**src/rtl/axi_lite_reg_bridge.sv**
```systemverilog
// AXI4-Lite slave to single-beat register bus bridge.
// One outstanding transaction, alternating read/write priority, bounded register-side stall.
module axi_lite_reg_bridge #(
    parameter int unsigned ADDR_W  = 32,
    parameter int unsigned TIMEOUT = 16
) (
    input  logic              clk_i,
    input  logic              rst_i,

    input  logic              axi_awvalid_i,
    output logic              axi_awready_o,
    input  logic [ADDR_W-1:0] axi_awaddr_i,
    input  logic              axi_wvalid_i,
    output logic              axi_wready_o,
    input  logic [31:0]       axi_wdata_i,
    input  logic [3:0]        axi_wstrb_i,
    output logic              axi_bvalid_o,
    input  logic              axi_bready_i,
    output logic [1:0]        axi_bresp_o,

    input  logic              axi_arvalid_i,
    output logic              axi_arready_o,
    input  logic [ADDR_W-1:0] axi_araddr_i,
    output logic              axi_rvalid_o,
    input  logic              axi_rready_i,
    output logic [31:0]       axi_rdata_o,
    output logic [1:0]        axi_rresp_o,

    output logic              reg_en_o,
    output logic              reg_we_o,
    output logic [ADDR_W-1:0] reg_addr_o,
    output logic [31:0]       reg_wdata_o,
    input  logic              reg_ready_i,
    input  logic [31:0]       reg_rdata_i
);

    localparam logic [8:0]        LP_TIMEOUT = 9'(TIMEOUT);
    localparam logic              LP_TO_EN   = (TIMEOUT != 0);
    localparam logic [ADDR_W-1:0] LP_WMASK   = {{(ADDR_W-2){1'b1}}, 2'b00};
    localparam logic [1:0]        LP_OKAY    = 2'b00;
    localparam logic [1:0]        LP_SLVERR  = 2'b10;

    typedef enum logic [2:0] {
        S_IDLE,
        S_WR_REQ,
        S_WR_RESP,
        S_RD_REQ,
        S_RD_CAP,
        S_RD_RESP
    } state_t;

    state_t            r_state;
    logic              r_prio_wr;
    logic [7:0]        r_cnt;
    logic              r_reg_en;
    logic              r_reg_we;
    logic [ADDR_W-1:0] r_reg_addr;
    logic [31:0]       r_reg_wdata;
    logic [31:0]       r_rdata;
    logic              r_bvalid;
    logic              r_rvalid;
    logic [1:0]        r_bresp;
    logic [1:0]        r_rresp;

    logic              w_idle;
    logic              w_wcand;
    logic              w_rcand;
    logic              w_grant_wr;
    logic              w_grant_rd;
    logic [8:0]        w_cnt_inc;
    logic              w_timeout;

    // Grants are decoded combinationally so a handshake completes in the IDLE cycle itself.
    assign w_idle     = (r_state == S_IDLE) && !rst_i;
    assign w_wcand    = axi_awvalid_i && axi_wvalid_i;
    assign w_rcand    = axi_arvalid_i;
    assign w_grant_wr = w_idle && w_wcand && (!w_rcand || r_prio_wr);
    assign w_grant_rd = w_idle && w_rcand && (!w_wcand || !r_prio_wr);

    // A ready in the same cycle the count hits TIMEOUT is still an accept.
    assign w_cnt_inc  = {1'b0, r_cnt} + 9'd1;
    assign w_timeout  = LP_TO_EN && !reg_ready_i && (w_cnt_inc == LP_TIMEOUT);

    always_ff @(posedge clk_i) begin
        if (rst_i) begin
            r_state     <= S_IDLE;
            r_prio_wr   <= 1'b1;
            r_cnt       <= '0;
            r_reg_en    <= 1'b0;
            r_reg_we    <= 1'b0;
            r_reg_addr  <= '0;
            r_reg_wdata <= '0;
            r_rdata     <= '0;
            r_bvalid    <= 1'b0;
            r_rvalid    <= 1'b0;
            r_bresp     <= '0;
            r_rresp     <= '0;
        end else begin
            case (r_state)
                S_IDLE: begin
                    if (w_grant_wr) begin
                        r_prio_wr   <= 1'b0;
                        r_reg_addr  <= axi_awaddr_i & LP_WMASK;
                        r_reg_wdata <= axi_wdata_i;
                        if (axi_wstrb_i != 4'hF) begin
                            r_bresp  <= LP_SLVERR;
                            r_bvalid <= 1'b1;
                            r_state  <= S_WR_RESP;
                        end else begin
                            r_reg_en <= 1'b1;
                            r_reg_we <= 1'b1;
                            r_cnt    <= '0;
                            r_state  <= S_WR_REQ;
                        end
                    end else if (w_grant_rd) begin
                        r_prio_wr  <= 1'b1;
                        r_reg_addr <= axi_araddr_i & LP_WMASK;
                        r_reg_en   <= 1'b1;
                        r_reg_we   <= 1'b0;
                        r_cnt      <= '0;
                        r_state    <= S_RD_REQ;
                    end
                end

                S_WR_REQ: begin
                    if (reg_ready_i || w_timeout) begin
                        r_reg_en <= 1'b0;
                        r_reg_we <= 1'b0;
                        r_bresp  <= reg_ready_i ? LP_OKAY : LP_SLVERR;
                        r_bvalid <= 1'b1;
                        r_state  <= S_WR_RESP;
                    end else begin
                        r_cnt <= r_cnt + 8'd1;
                    end
                end

                S_RD_REQ: begin
                    if (reg_ready_i) begin
                        r_reg_en <= 1'b0;
                        r_state  <= S_RD_CAP;
                    end else if (w_timeout) begin
                        r_reg_en <= 1'b0;
                        r_rdata  <= '0;
                        r_rresp  <= LP_SLVERR;
                        r_rvalid <= 1'b1;
                        r_state  <= S_RD_RESP;
                    end else begin
                        r_cnt <= r_cnt + 8'd1;
                    end
                end

                S_RD_CAP: begin
                    r_rdata  <= reg_rdata_i;
                    r_rresp  <= LP_OKAY;
                    r_rvalid <= 1'b1;
                    r_state  <= S_RD_RESP;
                end

                S_WR_RESP: begin
                    if (axi_bready_i) begin
                        r_bvalid <= 1'b0;
                        r_state  <= S_IDLE;
                    end
                end

                S_RD_RESP: begin
                    if (axi_rready_i) begin
                        r_rvalid <= 1'b0;
                        r_state  <= S_IDLE;
                    end
                end

                default: begin
                    r_state <= S_IDLE;
                end
            endcase
        end
    end

    assign axi_awready_o = w_grant_wr;
    assign axi_wready_o  = w_grant_wr;
    assign axi_arready_o = w_grant_rd;
    assign axi_bvalid_o  = r_bvalid;
    assign axi_bresp_o   = r_bresp;
    assign axi_rvalid_o  = r_rvalid;
    assign axi_rdata_o   = r_rdata;
    assign axi_rresp_o   = r_rresp;
    assign reg_en_o      = r_reg_en;
    assign reg_we_o      = r_reg_we;
    assign reg_addr_o    = r_reg_addr;
    assign reg_wdata_o   = r_reg_wdata;

endmodule

```
**config.mk**
```make
export PLATFORM = sky130hd
export DESIGN_NAME = axi_lite_reg_bridge
export DESIGN_NICKNAME = d
export VERILOG_FILES = /design/src/rtl/axi_lite_reg_bridge.sv
export SDC_FILE = /design/constraint.sdc
export NUM_CORES = 1
export LEC_CHECK = 0
export ABC_AREA = 1
export ABC_CLOCK_PERIOD_IN_PS = 2100
export CAP_MARGIN = 25
export CORE_MARGIN = 4
export CORE_UTILIZATION = 39
export DETAILED_ROUTE_END_ITERATION = 10
export PLACE_DENSITY = 0.89
export SYNTH_ARGS = -nofsm -noshare
export SYNTH_HDL_FRONTEND = slang
export SYNTH_SLANG_ARGS = --single-unit
export TNS_END_PERCENT = 20
```
**constraint.sdc**
```tcl
create_clock -name clk_i -period 2.1 [get_ports clk_i]
set_input_delay 0.315 -clock clk_i [delete_from_list [all_inputs] [get_ports clk_i]]
set_output_delay 0.315 -clock clk_i [all_outputs]
set_load 0.05 [all_outputs]
```
After elaboration in Yosys (flattened, before gate mapping)
Cells that the tools add are included.
Operators by class
  add/sub/neg operators: 2
  equal/unequal tests: 19
  mux-type cells: 49
  reduce and logical (&&, ||, !) cells: 32
Operator list (number)
  two-way mux 32 bit: 4
  one-hot mux 32 bit (2 select lines): 1
  two-way mux 8 bit: 6
  one-hot mux 8 bit (3 select lines): 1
  two-way mux 3 bit: 7
  one-hot mux 3 bit (6 select lines): 1
  two-way mux 1 bit: 16
  != test 2 bit, second input constant: 8
  AND reduction 5 bit: 3
  two-way mux 2 bit: 7
  AND reduction 4 bit: 3
  adder 8 x 1 -> 9 bit, second input constant: 1
  == test 9 x 5 -> 1 bit, second input constant: 1
  != test 3 bit, second input constant: 3
  one-hot mux 1 bit (3 select lines): 3
  nonzero test 3 bit: 3
  adder 8 x 1 -> 8 bit, second input constant: 1
  one-hot mux 2 bit (2 select lines): 2
  logical AND 1 bit: 7
  == test 3 x 2 -> 1 bit, second input constant: 2
  == test 3 bit, second input constant: 2
  AND reduction 6 bit: 1
  nonzero test 2 bit: 3
  logical NOT 1 bit: 5
  other kinds (8): 11
Word-level totals
  register bits: 116
  word-level logic and storage cells: 114

Depth between registers and ports, before layout
  depth after elaboration: 7
  depth in mapped cells: 12
  gate-level depth less buffers: 12

Worst setup path before layout
OpenSTA, ideal clock, no wires.
  path kind: register to output
  start: register r_state[2]
  end: output port axi_wready_o
  data arrival time: 1498 ps
  required time: 1785 ps
  setup slack: 287 ps
  stages on the path, launching flop included: 10
  path buffers: 2
  path through: dfxtp_1 -> inv_2 -> nand2_2 -> nor2_4 -> nand2_2 -> inv_2 -> nand2_2 -> inv_2 -> buf_2 -> buf_4
Between the ends
  word-level cells in the longest chain between the ends: 4
Ends and longest elaborated chain
  start, declared: RTL line 52  | state_t r_state;
  start signal, assigned: RTL line 86  | r_state <= S_IDLE;
  start signal, assigned: RTL line 108  | r_state <= S_WR_RESP;
  start signal, assigned: RTL line 113  | r_state <= S_WR_REQ;
  logical NOT 3 bit: RTL line 74  | assign w_idle = (r_state == S_IDLE) && !rst_i;
  logical AND 1 bit: RTL line 74
  logical AND 1 bit (2 in series): RTL line 77  | assign w_grant_wr = w_idle && w_wcand && (!w_rcand || r_prio_wr);
  end, declared: RTL line 14  | output logic axi_wready_o,
No other way between the ends.

Final worst setup path
  start: register r_state[0]
  end: output port axi_wready_o
The elaborated chain is that of the path after synthesis.

==> results.md <==
* Signed area change from the synthesized netlist to the final layout at 60.56%
* Share of synthesized cell area in and, or, nand and nor gates at between 20 and 30%
* Number of endpoints with negative hold slack in the final report at 0
* Worst hold path stage count at 2
* Largest family of logic cells by synthesized area: simple AND/OR/NAND/NOR gates
* Maximum fanout count along the critical path at 6
* Dpl cell area at slightly above 7000 um^2
* WL final at roughly 14000 um
* Mean routed wirelength per cell at 13.66 um
* Number of placement rows at 39
* Number of design rule violations left after detail routing at 0
* Worst setup EP type: output pin
* Number of placed cells counting well taps at about 980
* Synth warnings at 0
* Final setup violation count at 0
* Transition at the pin with the smallest max-transition slack at slightly below 0.7 ns
* WP data arrival at between 1.5 and 2 ns
* Width of the die at around 120 um
* Vertical die dimension at roughly 120 um
* Wire length of the first global-routing pass at between 20000 and 25000 um
* Placer congestion estimate at between 0.8 and 0.9
* Number of fillers in the final layout at approximately 950
* Worst slew margin relative to its limit at a little over half
* Fraction of layout cells with a size suffix above 1 at a little under 7%
* Clk root buf: sky130_fd_sc_hd__clkbuf_16
* Number of design-rule violations left by the first detailed-router iteration at roughly 190
* Critical hold path startpoint: axi_rdata_o[18]
* ANT nets after route at 0
* Worst Setup Start Kind: flop
* Fmax at 507.7 MHz
* Count of clock tree sinks at around 110
* Area fraction in compound gates after synthesis at roughly 14%
* Antenna diodes at 0
* Clock latency on the worst-skew pair at about 0.35 ns
* Total congestion overflow at 0
* Cell Area, Synth at around 4700 um^2
* TritonCTS buffer count at 9
* IO Count at 247
* Status: complete, no violations
* Endpoint with the worst hold slack: axi_rdata_o[18]
* Reg area at approximately 2200 um^2
* Final max-slew violation count at 0
* CTS H-tree depth at 3
* Number of buffers added on ports at 238
* Detailed placement HPWL at 9927 um
* Register clock-pin slew on the reported worst setup and hold paths at 0.08 ns
* CTS tree: built
* Fraction of the mapped netlist area in adder cells at less than 1%
* Worst min path class: flop to flop
* Number of non-filler instances in the completed layout at roughly 1000
* Peak ir drop on the vdd network at between 0.5 and 0.6 mV
* R2R Path End: axi_rdata_o[28]
* Cell area after layout at 7483 um^2
* Post-CTS sizing at 0
* Startpoint of the lowest-slack register-to-register path: r_cnt[1]
* Number of flops mapped to enable cells by yosys at 0
* Sequential share of the synthesized area at ~48%
* Crit share post-route at a little over nine tenths
* Mux share of post-synthesis cell area at 0%
* Worst setup skew after layout at between 0.008 and 0.009 ns
* R2R setup slack at ~0.27 ns
* Vias per cell at 4.792
* Post-synthesis register bit count at roughly 110
* Worst Reg-to-Reg Cells at 9
* Vias in the first global route at ~4400
* Largest net degree at the start of global routing at 70
* Cell Pwr Density at slightly below 1000 nW/um^2
* Initial standard-cell utilization of the core at a little over 40%
* Synthesized area per cell at roughly 7.4 um^2
* Ys flop type: sky130_fd_sc_hd__dfxtp_1
* Post-CTS setup buffer count at 0
* Footprint of the multi-input gates at between 2000 and 2500 um^2
* Final total negative setup slack at 0 ns
* Pleak at ~0.003 uW
* Global router's overall resource usage at a little under a fifth
* Iteration count of the initial detailed-routing pass at 4
* Max-Cap Viols at 0
* Share of flip-flops with an asynchronous set or reset at 0%
* DIE AREA at approximately 14000 um^2
* Xor-xnor portion of the synthesized cell area at less than 1%
* Via Count at roughly 4800
* Core footprint at roughly 12000 um^2
* Hold-fix buffers at CTS at 0
* Post-layout minimum cycle time at 1.970 ns
* Number of nets in the finished design at just under 1000
* Post-synthesis instance total at roughly 630
* Unrepaired setup endpoints after global routing: false
* Worst Path Required at roughly 1.8 ns
* Kind of critical path: flop to output pin
* Overall power of the completed layout at 7284 uW
* Yosys cell types at 34
* CTS max path bufs at 2
* Antenna violations before repair at 0
[how the worst max path moves through the flow]
stage / to / from / slack [ns]
after CTS: axi_awready_o / r_state[2] / 0.11
after global routing: axi_awready_o / r_state[2] / 0.01
after global placement: r_cnt[1] / axi_awvalid_i / 0.08
final: axi_wready_o / r_state[0] / 0.13
after detailed placement: r_cnt[5] / axi_awvalid_i / 0.05
after floorplan: axi_wready_o / r_state[2] / 0.29
[registers in the layout (all words and copies together) (netlist names), 3 cells and up]
register,flops
r_state,3
reg_addr_o,30
reg_wdata_o,32
axi_rdata_o,32
r_cnt,8
[final cells by class]
| cell class | count | area share (%) |
|---|---|---|
| clock inverters | 6 | 1.053 |
| clock buffers | 9 | 3.010 |
| inverters | 32 | 1.605 |
| multi-input cells | 444 | 28.04 |
| flip-flops and latches | 112 | 29.96 |
| well taps | 143 | 2.391 |
| repair buffers | 250 | 33.94 |
[critical path, cell delays in order (launching register included)]
cell	delay [ns]
sky130_fd_sc_hd__dfxtp_1	0.36
sky130_fd_sc_hd__inv_2	0.12
sky130_fd_sc_hd__nand2_2	0.08
sky130_fd_sc_hd__nor2_4	0.11
sky130_fd_sc_hd__nand2_2	0.09
sky130_fd_sc_hd__inv_2	0.07
sky130_fd_sc_hd__nand2_2	0.10
sky130_fd_sc_hd__inv_2	0.20
sky130_fd_sc_hd__buf_12	0.17
[metrics by stage]
stage | setup slack (ns) | utilization [%] | hold WS, ns
after CTS | 0.1147 | 64.63 | 0.4624
after global placement | 0.07759 | 62.00 | 0.4353
after global routing | 0.01428 | 64.71 | 0.4748
final | 0.1303 | 64.71 | 0.4609
after floorplan | 0.2870 | - | 0.4255
after detailed placement | 0.04663 | 62.00 | 0.4508
[placed cells by master (no fill, tap or decap), drive strengths merged, types with 9 or more instances in the layout]
cell / instances
nand2: 243
inv: 34
dfxtp: 112
clkdlybuf4s50: 235
nand3: 48
clkbuf: 9
buf: 15
a21oi: 49
o21ai: 33
nor2: 21
a31oi: 31
[logic make-up after synthesis]
logic type               after synthesis
flip-flops                           112
AO/OA/AOI/OAI                        117
other                                  1
AND/OR/NAND/NOR                      318
XOR/XNOR                               3
buffers and inverters                 74
adder cells (fa/ha/maj)                2
[power by group]
| part | switching (uW) | leakage [uW] | internal [uW] |
|---|---|---|---|
| Combinational | 1860 | 0.00194 | 1090 |
| Clock | 809 | 0.000141 | 938 |
| Sequential | 180 | 0.000912 | 2410 |
| Total | 2850 | 0.00299 | 4440 |
[cells in the mapped netlist (4+ instances only)]
library cell / count / share of area, %
sky130_fd_sc_hd__a21oi_1: 47 / 5.0
sky130_fd_sc_hd__clkbuf_1: 17 / 1.4
sky130_fd_sc_hd__dfxtp_1: 112 / 48
sky130_fd_sc_hd__buf_2: 10 / 1.1
sky130_fd_sc_hd__inv_2: 5 / 0.40
sky130_fd_sc_hd__nand3_1: 46 / 4.9
sky130_fd_sc_hd__inv_1: 27 / 2.2
sky130_fd_sc_hd__nor2_1: 14 / 1.1
sky130_fd_sc_hd__a31oi_1: 31 / 4.2
sky130_fd_sc_hd__o21ai_0: 32 / 3.4
sky130_fd_sc_hd__buf_4: 9 / 1.4
sky130_fd_sc_hd__nor2_2: 4 / 0.54
sky130_fd_sc_hd__nand2_1: 234 / 19
sky130_fd_sc_hd__nand2_2: 6 / 0.81
[per-layer routing]
layer	wire, um	vias up	global-route usage, %
li1	-	2465	-
met1	5553	2116	19.99
met2	6684	174	33.45
met3	1168	18	6.978
met4	205	0	5.865
met5	0	-	0
No activity file was read; power rests on OpenSTA's default activity.
